`config.mk`:
```
export PLATFORM = sky130hd
export DESIGN_NAME = ps2_make_filter
export DESIGN_NICKNAME = d
export VERILOG_FILES = /design/src/rtl/ps2_pkg.sv /design/src/rtl/ps2_make_filter.sv
export SDC_FILE = /design/constraint.sdc
export NUM_CORES = 1
export LEC_CHECK = 0
export BUFFER_PORTS_ARGS = -buffer_cell sky130_fd_sc_hd__buf_2
export CORE_UTILIZATION = 38
export DETAILED_ROUTE_END_ITERATION = 8
export GPL_ROUTABILITY_DRIVEN = 0
export HOLD_SLACK_MARGIN = 0.06
export PLACE_DENSITY = 0.67
export SLEW_MARGIN = 30
export SYNTH_ARGS = -nofsm -noshare
export SYNTH_HDL_FRONTEND = slang
export SYNTH_SLANG_ARGS = --single-unit
```
`constraint.sdc`:
```
create_clock -name clk -period 3.85 [get_ports clk]
set_input_delay 0.1925 -clock clk [delete_from_list [all_inputs] [get_ports clk]]
set_output_delay 0.1925 -clock clk [all_outputs]
set_load 0.05 [all_outputs]
```
`src/rtl/ps2_pkg.sv`:
```
// Shared PS/2 set-2 scan-code constants, sequencer state type and the
// classifier for keyboard status bytes that never carry a key.
package ps2_pkg;

  localparam logic [7:0] PS2_EXT       = 8'hE0;
  localparam logic [7:0] PS2_BRK       = 8'hF0;
  localparam logic [7:0] PS2_ERR_LO    = 8'h00;
  localparam logic [7:0] PS2_BAT_OK    = 8'hAA;
  localparam logic [7:0] PS2_ECHO      = 8'hEE;
  localparam logic [7:0] PS2_ACK       = 8'hFA;
  localparam logic [7:0] PS2_BAT_FAIL0 = 8'hFC;
  localparam logic [7:0] PS2_BAT_FAIL1 = 8'hFD;
  localparam logic [7:0] PS2_RESEND    = 8'hFE;
  localparam logic [7:0] PS2_ERR_HI    = 8'hFF;

  typedef enum logic [1:0] {
    ST_IDLE    = 2'd0,
    ST_EXT     = 2'd1,
    ST_BRK     = 2'd2,
    ST_EXT_BRK = 2'd3
  } ps2_state_e;

  function automatic logic is_special(input logic [7:0] b);
    return b inside {PS2_ERR_LO, PS2_BAT_OK, PS2_ECHO, PS2_ACK,
                     PS2_BAT_FAIL0, PS2_BAT_FAIL1, PS2_RESEND, PS2_ERR_HI};
  endfunction

endpackage

```
`src/rtl/ps2_make_filter.sv`:
```
// Turns raw PS/2 set-2 bytes into one make-code event per key press, stripping
// E0/F0 prefixes, status bytes and typematic repeats of the held key.
module ps2_make_filter
  import ps2_pkg::*;
#(
  parameter int TIMEOUT_CYCLES  = 200000,
  parameter bit SUPPRESS_REPEAT = 1'b1
) (
  input  logic       clk,
  input  logic       rst,
  input  logic [7:0] ps2_received_data,
  input  logic       ps2_received_data_strb,
  output logic [7:0] key_code,
  output logic       key_extended,
  output logic       key_strb,
  output logic       seq_error
);

  localparam int CW = (TIMEOUT_CYCLES > 2) ? $clog2(TIMEOUT_CYCLES) : 1;
  localparam logic [CW-1:0] TERM_CNT = CW'(TIMEOUT_CYCLES - 1);

  ps2_state_e    state_q, state_d;
  logic [CW-1:0] cnt_q, cnt_d;
  logic          held_valid_q, held_valid_d;
  logic          held_ext_q, held_ext_d;
  logic [7:0]    held_code_q, held_code_d;
  logic [7:0]    key_code_q, key_code_d;
  logic          key_ext_q, key_ext_d;
  logic          key_strb_q, key_strb_d;
  logic          seq_error_q, seq_error_d;

  logic make_ev, brk_ev, ev_ext, held_match;

  always_comb begin
    state_d      = state_q;
    cnt_d        = '0;
    held_valid_d = held_valid_q;
    held_ext_d   = held_ext_q;
    held_code_d  = held_code_q;
    key_code_d   = key_code_q;
    key_ext_d    = key_ext_q;
    key_strb_d   = 1'b0;
    seq_error_d  = 1'b0;
    make_ev      = 1'b0;
    brk_ev       = 1'b0;
    ev_ext       = 1'b0;

    // A strobe always takes priority over the timeout, even on terminal count.
    if (ps2_received_data_strb) begin
      if (is_special(ps2_received_data)) begin
        state_d = ST_IDLE;
      end else begin
        unique case (state_q)
          ST_IDLE: begin
            if (ps2_received_data == PS2_EXT)      state_d = ST_EXT;
            else if (ps2_received_data == PS2_BRK) state_d = ST_BRK;
            else                                   make_ev = 1'b1;
          end
          ST_EXT: begin
            if (ps2_received_data == PS2_BRK)      state_d = ST_EXT_BRK;
            else if (ps2_received_data != PS2_EXT) begin
              make_ev = 1'b1;
              ev_ext  = 1'b1;
              state_d = ST_IDLE;
            end
          end
          ST_BRK: begin
            brk_ev  = 1'b1;
            state_d = ST_IDLE;
          end
          ST_EXT_BRK: begin
            brk_ev  = 1'b1;
            ev_ext  = 1'b1;
            state_d = ST_IDLE;
          end
          default: state_d = ST_IDLE;
        endcase
      end
    end else if (state_q != ST_IDLE) begin
      if (cnt_q == TERM_CNT) begin
        state_d     = ST_IDLE;
        seq_error_d = 1'b1;
      end else begin
        cnt_d = cnt_q + 1'b1;
      end
    end

    held_match = ({held_ext_q, held_code_q} == {ev_ext, ps2_received_data});

    if (make_ev && !(SUPPRESS_REPEAT && held_valid_q && held_match)) begin
      key_code_d   = ps2_received_data;
      key_ext_d    = ev_ext;
      key_strb_d   = 1'b1;
      held_valid_d = 1'b1;
      held_ext_d   = ev_ext;
      held_code_d  = ps2_received_data;
    end

    // Releasing some other key leaves the held key armed for repeat suppression.
    if (brk_ev && held_match) held_valid_d = 1'b0;
  end

  always_ff @(posedge clk or posedge rst) begin
    if (rst) begin
      state_q      <= ST_IDLE;
      cnt_q        <= '0;
      held_valid_q <= 1'b0;
      held_ext_q   <= 1'b0;
      held_code_q  <= 8'h00;
      key_code_q   <= 8'h00;
      key_ext_q    <= 1'b0;
      key_strb_q   <= 1'b0;
      seq_error_q  <= 1'b0;
    end else begin
      state_q      <= state_d;
      cnt_q        <= cnt_d;
      held_valid_q <= held_valid_d;
      held_ext_q   <= held_ext_d;
      held_code_q  <= held_code_d;
      key_code_q   <= key_code_d;
      key_ext_q    <= key_ext_d;
      key_strb_q   <= key_strb_d;
      seq_error_q  <= seq_error_d;
    end
  end

  assign key_code     = key_code_q;
  assign key_extended = key_ext_q;
  assign key_strb     = key_strb_q;
  assign seq_error    = seq_error_q;

endmodule

```
# Word level (Yosys, flattened, before mapping)
# Cells that the tools add are included.
# totals
ff_bits	32
inputBits	11
out_inout_bits	11
word_cells	69
# op_classes
add_sub_neg	1
n_eq_ne	17
muxes	31
n_reduce_logical	13
# ops
operator	n
equality test 8 bit, second input constant	9
two-way mux 18 bit	3
adder 18 x 1 -> 18 bit, second input constant	1
equality test 18 bit, second input constant	1
two-way mux 1 bit	17
two-way mux 2 bit	8
!= test 5 bit, second input constant	2
equality test 9 bit	1
zero test 8 bit	1
!= test 8 bit, second input constant	1
nonzero test 2 bit	4
nonzero test 8 bit	1
case mux 2 bit (3 select lines)	1
equality test 2 bit, second input constant	2
case mux 1 bit (2 select lines)	2
AND reduction 4 bit	1
logical AND 1 bit	3
equality test 2 x 1 -> 1 bit, second input constant	1
zero test 2 bit	1
OR reduction 2 bit	1
zero test 1 bit	1

# Longest topological paths before layout
# depth
ltp_word	12
depth_mapped	8

# Worst setup path after synthesis
# OpenSTA, ideal clock, no wires.
# synth_timing
path_type	input to register
startpoint	input ps2_received_data[0]
endpoint	register key_code_q[0], in the netlist key_code[0]
setup_ns	0.125
t_arrival_ns	1.983
required_ns	3.725
path_slack_ns	1.742
stages	5
path_cell_list	or4_4 o31ai_4 xor2_2 a2111oi_4 mux2_2
# synth_between
elab_chain_len	10
# synth_rtl
item	line	rtl
from (decl)	ps2_make_filter.sv:11	input logic [7:0] ps2_received_data,
!= test 8 bit	ps2_make_filter.sv:61	else if (ps2_received_data != PS2_EXT) begin
two-way mux 1 bit	ps2_make_filter.sv:61	
two-way mux 1 bit	ps2_make_filter.sv:60	if (ps2_received_data == PS2_BRK) state_d = ST_EXT_BRK;
case mux 1 bit (2 select lines)	ps2_make_filter.sv:53	unique case (state_q)
two-way mux 1 bit	ps2_make_filter.sv:50	if (is_special(ps2_received_data)) begin
two-way mux 1 bit	ps2_make_filter.sv:49	if (ps2_received_data_strb) begin
equality test 9 bit	ps2_make_filter.sv:88	held_match = ({held_ext_q, held_code_q} == {ev_ext, ps2_received_data});
logical AND 1 bit	ps2_make_filter.sv:90	if (make_ev && !(SUPPRESS_REPEAT && held_valid_q && held_match)) begin
zero test 1 bit	ps2_make_filter.sv:90	
logical AND 1 bit	ps2_make_filter.sv:90	
to (signal assigned)	ps2_make_filter.sv:120	key_code_q <= key_code_d;
to (decl)	ps2_make_filter.sv:27	logic [7:0] key_code_q, key_code_d;
# Several ways; a longest one is shown, not always the timed one.
# A chain may end at the register's enable or synchronous reset.

# Worst setup path after layout
# layout_timing
startpoint	register cnt_q[12]
endpoint	register cnt_q[15]
# layout_between
elab_chain_len	4
# layout_rtl
item	line	rtl
from (decl)	ps2_make_filter.sv:23	logic [CW-1:0] cnt_q, cnt_d;
from (signal assigned)	ps2_make_filter.sv:116	cnt_q <= cnt_d;
adder 18 x 1 -> 18 bit / equality test 18 bit (equally long branches)	ps2_make_filter.sv:84, ps2_make_filter.sv:80	
two-way mux 18 bit *	ps2_make_filter.sv:80	if (cnt_q == TERM_CNT) begin
two-way mux 18 bit *	ps2_make_filter.sv:79	end else if (state_q != ST_IDLE) begin
two-way mux 18 bit *	ps2_make_filter.sv:49	
via cnt_d[15]	ps2_make_filter.sv:23	
# Mark *: on every way through the listed nets, which the timed path passes. The rest lies on a longest branch.

==> flow_metrics.tcl <==
set metrics [dict create \
    post_synth_instance_area_um2 1670 \
    cts_tree "done" \
    worst_clock_skew_ps 7.51 \
    synth-async-reset-ratio_pct 100 \
    minimum_clock_period_ps 2150 \
    final-hold-violation-count 0 \
    critical_path.startpoint_type "flop" \
    path_clk_slew_ps 70 \
    drt.antenna.violating_nets 0 \
    layout-area-overhead-vs-synth_pct 15.9 \
    final.period_utilization_pct 55.9 \
    grt_antenna_before_repair 0 \
    hp-class "input port to flop" \
    drt_iter0_drc 40 \
    netlist_instances 152 \
    final_layout_size_suffix_gt1_share_pct 25.7 \
    postSynthNetCount 164 \
    multiInputGateArea_um2 827 \
    outcome "complete, no violations" \
    worst_hold_slack_ps 199 \
    p_int_uw 575 \
    synth_cell_types 38 \
    clockRootBuffer "sky130_fd_sc_hd__clkbuf_8" \
    numClockSinks 32 \
    drv.max_cap_violation_count 0 \
    dieWidth_um 68.2 \
    place.detailed.instances 220 \
    grt_remaining_overflow 0 \
    power_leakage_nw 0.823 \
    wl_per_cell_um 13.9 \
    cts_hold_buf 1 \
    number_of_enable_flip_flop_cells_after_synthesis 0 \
    floorplan.initialDensity_pct 40.5 \
    grt_pass1_vias 1141 \
    cts_repair_resize_count 0 \
    finalSetupTns_ps 0 \
    fp.dieArea_um2 4650 \
    htree_levels 2 \
    synth_area_leaders "sky130_fd_sc_hd__dfrtp_1, sky130_fd_sc_hd__xnor2_1, sky130_fd_sc_hd__mux2_2" \
    drt_drc_violations_left 0 \
    number_of_non_filler_instances_in_the_completed_layout 229 \
    power.net_switching_uw 206 \
    port_buffers 21 \
    path_max_fanout 18 \
    syn_avg_cell_area_um2 11.0 \
    maximum_number_of_pins_on_one_net_before_global_route_repair 33 \
    worst_skew_pair.late_latency_ps 290 \
    hold_sp "ps2_received_data[0]" \
    vias_per_cell 5.09 \
    worst_ir_drop_vdd_mv 0.193 \
    post-cts-setup-buffers 0 \
    dpl.hpwl_um 2370 \
    ys_seq_elements 32 \
    p_total_uw 781 \
    crit-reg2reg-launch "cnt_q[12]" \
    drt_pre_antenna_iters 4 \
    switching_part_of_the_total_power_pct 26.3 \
    combPwrFrac_pct 13.9 \
    synthMostInstantiatedCell "sky130_fd_sc_hd__dfrtp_1" \
    cp_data_required_time_ps 4000 \
    die_h_um 68.2 \
    finalSetupViolCount 0 \
    wirelength_um 3190 \
    synth_top_area_share_pct 48.0 \
    yosysWarningCount 0 \
    yosys-top-cells-count "sky130_fd_sc_hd__dfrtp_1, sky130_fd_sc_hd__nor2_1, sky130_fd_sc_hd__xnor2_1" \
    setup.worst_path.end_class "flop" \
    cp-startpoint "cnt_q[12]" \
    timing_max_transition_violations_final 0 \
    fmax_ghz 0.465 \
    dominantRegCellSynth "sky130_fd_sc_hd__dfrtp_1" \
    dpl-instance-area_um2 1810 \
    final_core_util_pct 46.9 \
    crit_type "flop to flop" \
    power_share_of_the_sequential_group_pct 45.8 \
    via_count_of_the_routed_design 1165 \
    tritoncts.num_buffers 5 \
    grt.total_usage_pct 16.5 \
    final_cell_area_um2 1930 \
    floorplan.rows 23 \
    final.setup.worst_slack_ps 1700 \
    pin_count 22 \
    synth.yosys.seq_area_share_pct 48.0 \
    antenna_cells 0 \
    final_nets 190 \
    power-per-cell-area_nw_per_um2 404 \
    part_of_the_total_power_dissipated_in_the_clock_network_pct 40.4 \
    worst_pin_slew_ps 709 \
    grt_pass1_wl_um 5380 \
    synth_largest_area_cell "sky130_fd_sc_hd__dfrtp_1" \
    layout.area.seq_um2 801 \
    floorplan.core_area_um2 4120 \
    rsz_0062_raised_after_global_routing "false" \
    dp_slack_ps 1400 \
    worst_slew_margin_rel_pct 52.7 \
    clk_path_buf_depth 2 \
    n_fill_cell 376 \
    timing.critical_path.arrival_ps 2310 \
]
==> worst max-delay path, stage by stage (launching register included) <==
cell,delay [ps]
sky130_fd_sc_hd__dfrtp_1,410
sky130_fd_sc_hd__or4b_2,700
sky130_fd_sc_hd__nor4_2,390
sky130_fd_sc_hd__or2_2,410
sky130_fd_sc_hd__nor2_1,100
==> registers in the layout, indices dropped and copies added, names as in the netlist <==
| name | count |
|---|---|
| key_extended | 1 |
| state_q | 2 |
| seq_error | 1 |
| cnt_q | 18 |
| key_code | 8 |
| held_valid_q | 1 |
| key_strb | 1 |
==> logic make-up after synthesis <==
group	count (synthesis)	share of synthesized area, %
simple gates	65	21.5
flops	32	48.0
xor+xnor	27	14.6
compound gates	11	6.68
mux	9	6.08
buf+inv	7	2.33
fa+ha+maj	1	0.751
==> cell usage in the layout (no fill, tap or decap), types with 2 or more instances in the layout <==
cell type                  Yosys  final
sky130_fd_sc_hd__and3_1        5      5
sky130_fd_sc_hd__and4_1        3      3
sky130_fd_sc_hd__buf_2         0     21
sky130_fd_sc_hd__clkbuf_8      0      5
sky130_fd_sc_hd__dfrtp_1      32     32
sky130_fd_sc_hd__inv_1         3      3
sky130_fd_sc_hd__mux2_2        9      9
sky130_fd_sc_hd__nand2_1       4      4
sky130_fd_sc_hd__nand3_1       8      8
sky130_fd_sc_hd__nand4_1       5      5
sky130_fd_sc_hd__nor2_1       23     23
sky130_fd_sc_hd__nor2b_1       4      4
sky130_fd_sc_hd__nor3_1        3      3
sky130_fd_sc_hd__o211ai_1      2      2
sky130_fd_sc_hd__o21bai_1      2      2
sky130_fd_sc_hd__xnor2_1      15     15
sky130_fd_sc_hd__xor2_1       11     11
==> routing by layer <==
metal	track usage, %	part of all wire, %	routed length, um	vias to the layer above
met5	0	0	0	-
met4	9.38	1.4	45	0
met3	4.00	2.8	88	5
met2	26.3	49	1550	11
met1	20.2	47	1500	567
li1	-	-	-	582
==> power groups by stage <==
stage                     combinational, mW  clock [mW]  sequential (mW)
after detailed placement              0.109           0            0.364
after global placement                0.106           0            0.363
after floorplan                      0.0393           0            0.401
after CTS                             0.110       0.325            0.357
final                                 0.108       0.315            0.357
after global routing                  0.116       0.340            0.359
==> area by class of cell <==
class	instances	area share (%)
inverters	3	0.583
multi-input cells	113	42.8
repair buffers	23	6.35
clock inverters	2	1.81
well taps	50	3.24
flip-flops and latches	32	41.5
clock buffers	6	3.76
==> final timing paths <==
| path | end | slack [ps] | cells after the start |
|---|---|---|---|
| worst max-delay path | cnt_q[15] | 1700 | 4 |
| worst min-delay path | key_code[0] | 200 | 2 |
| worst max register to register | cnt_q[15] | 1700 | 4 |
| worst min register to register | cnt_q[0] | 510 | 1 |
| max in group asynchronous | cnt_q[3] | 3030 | 4 |
| min in group asynchronous | cnt_q[1] | 520 | 4 |
Power figures use the tool's default switching activity.
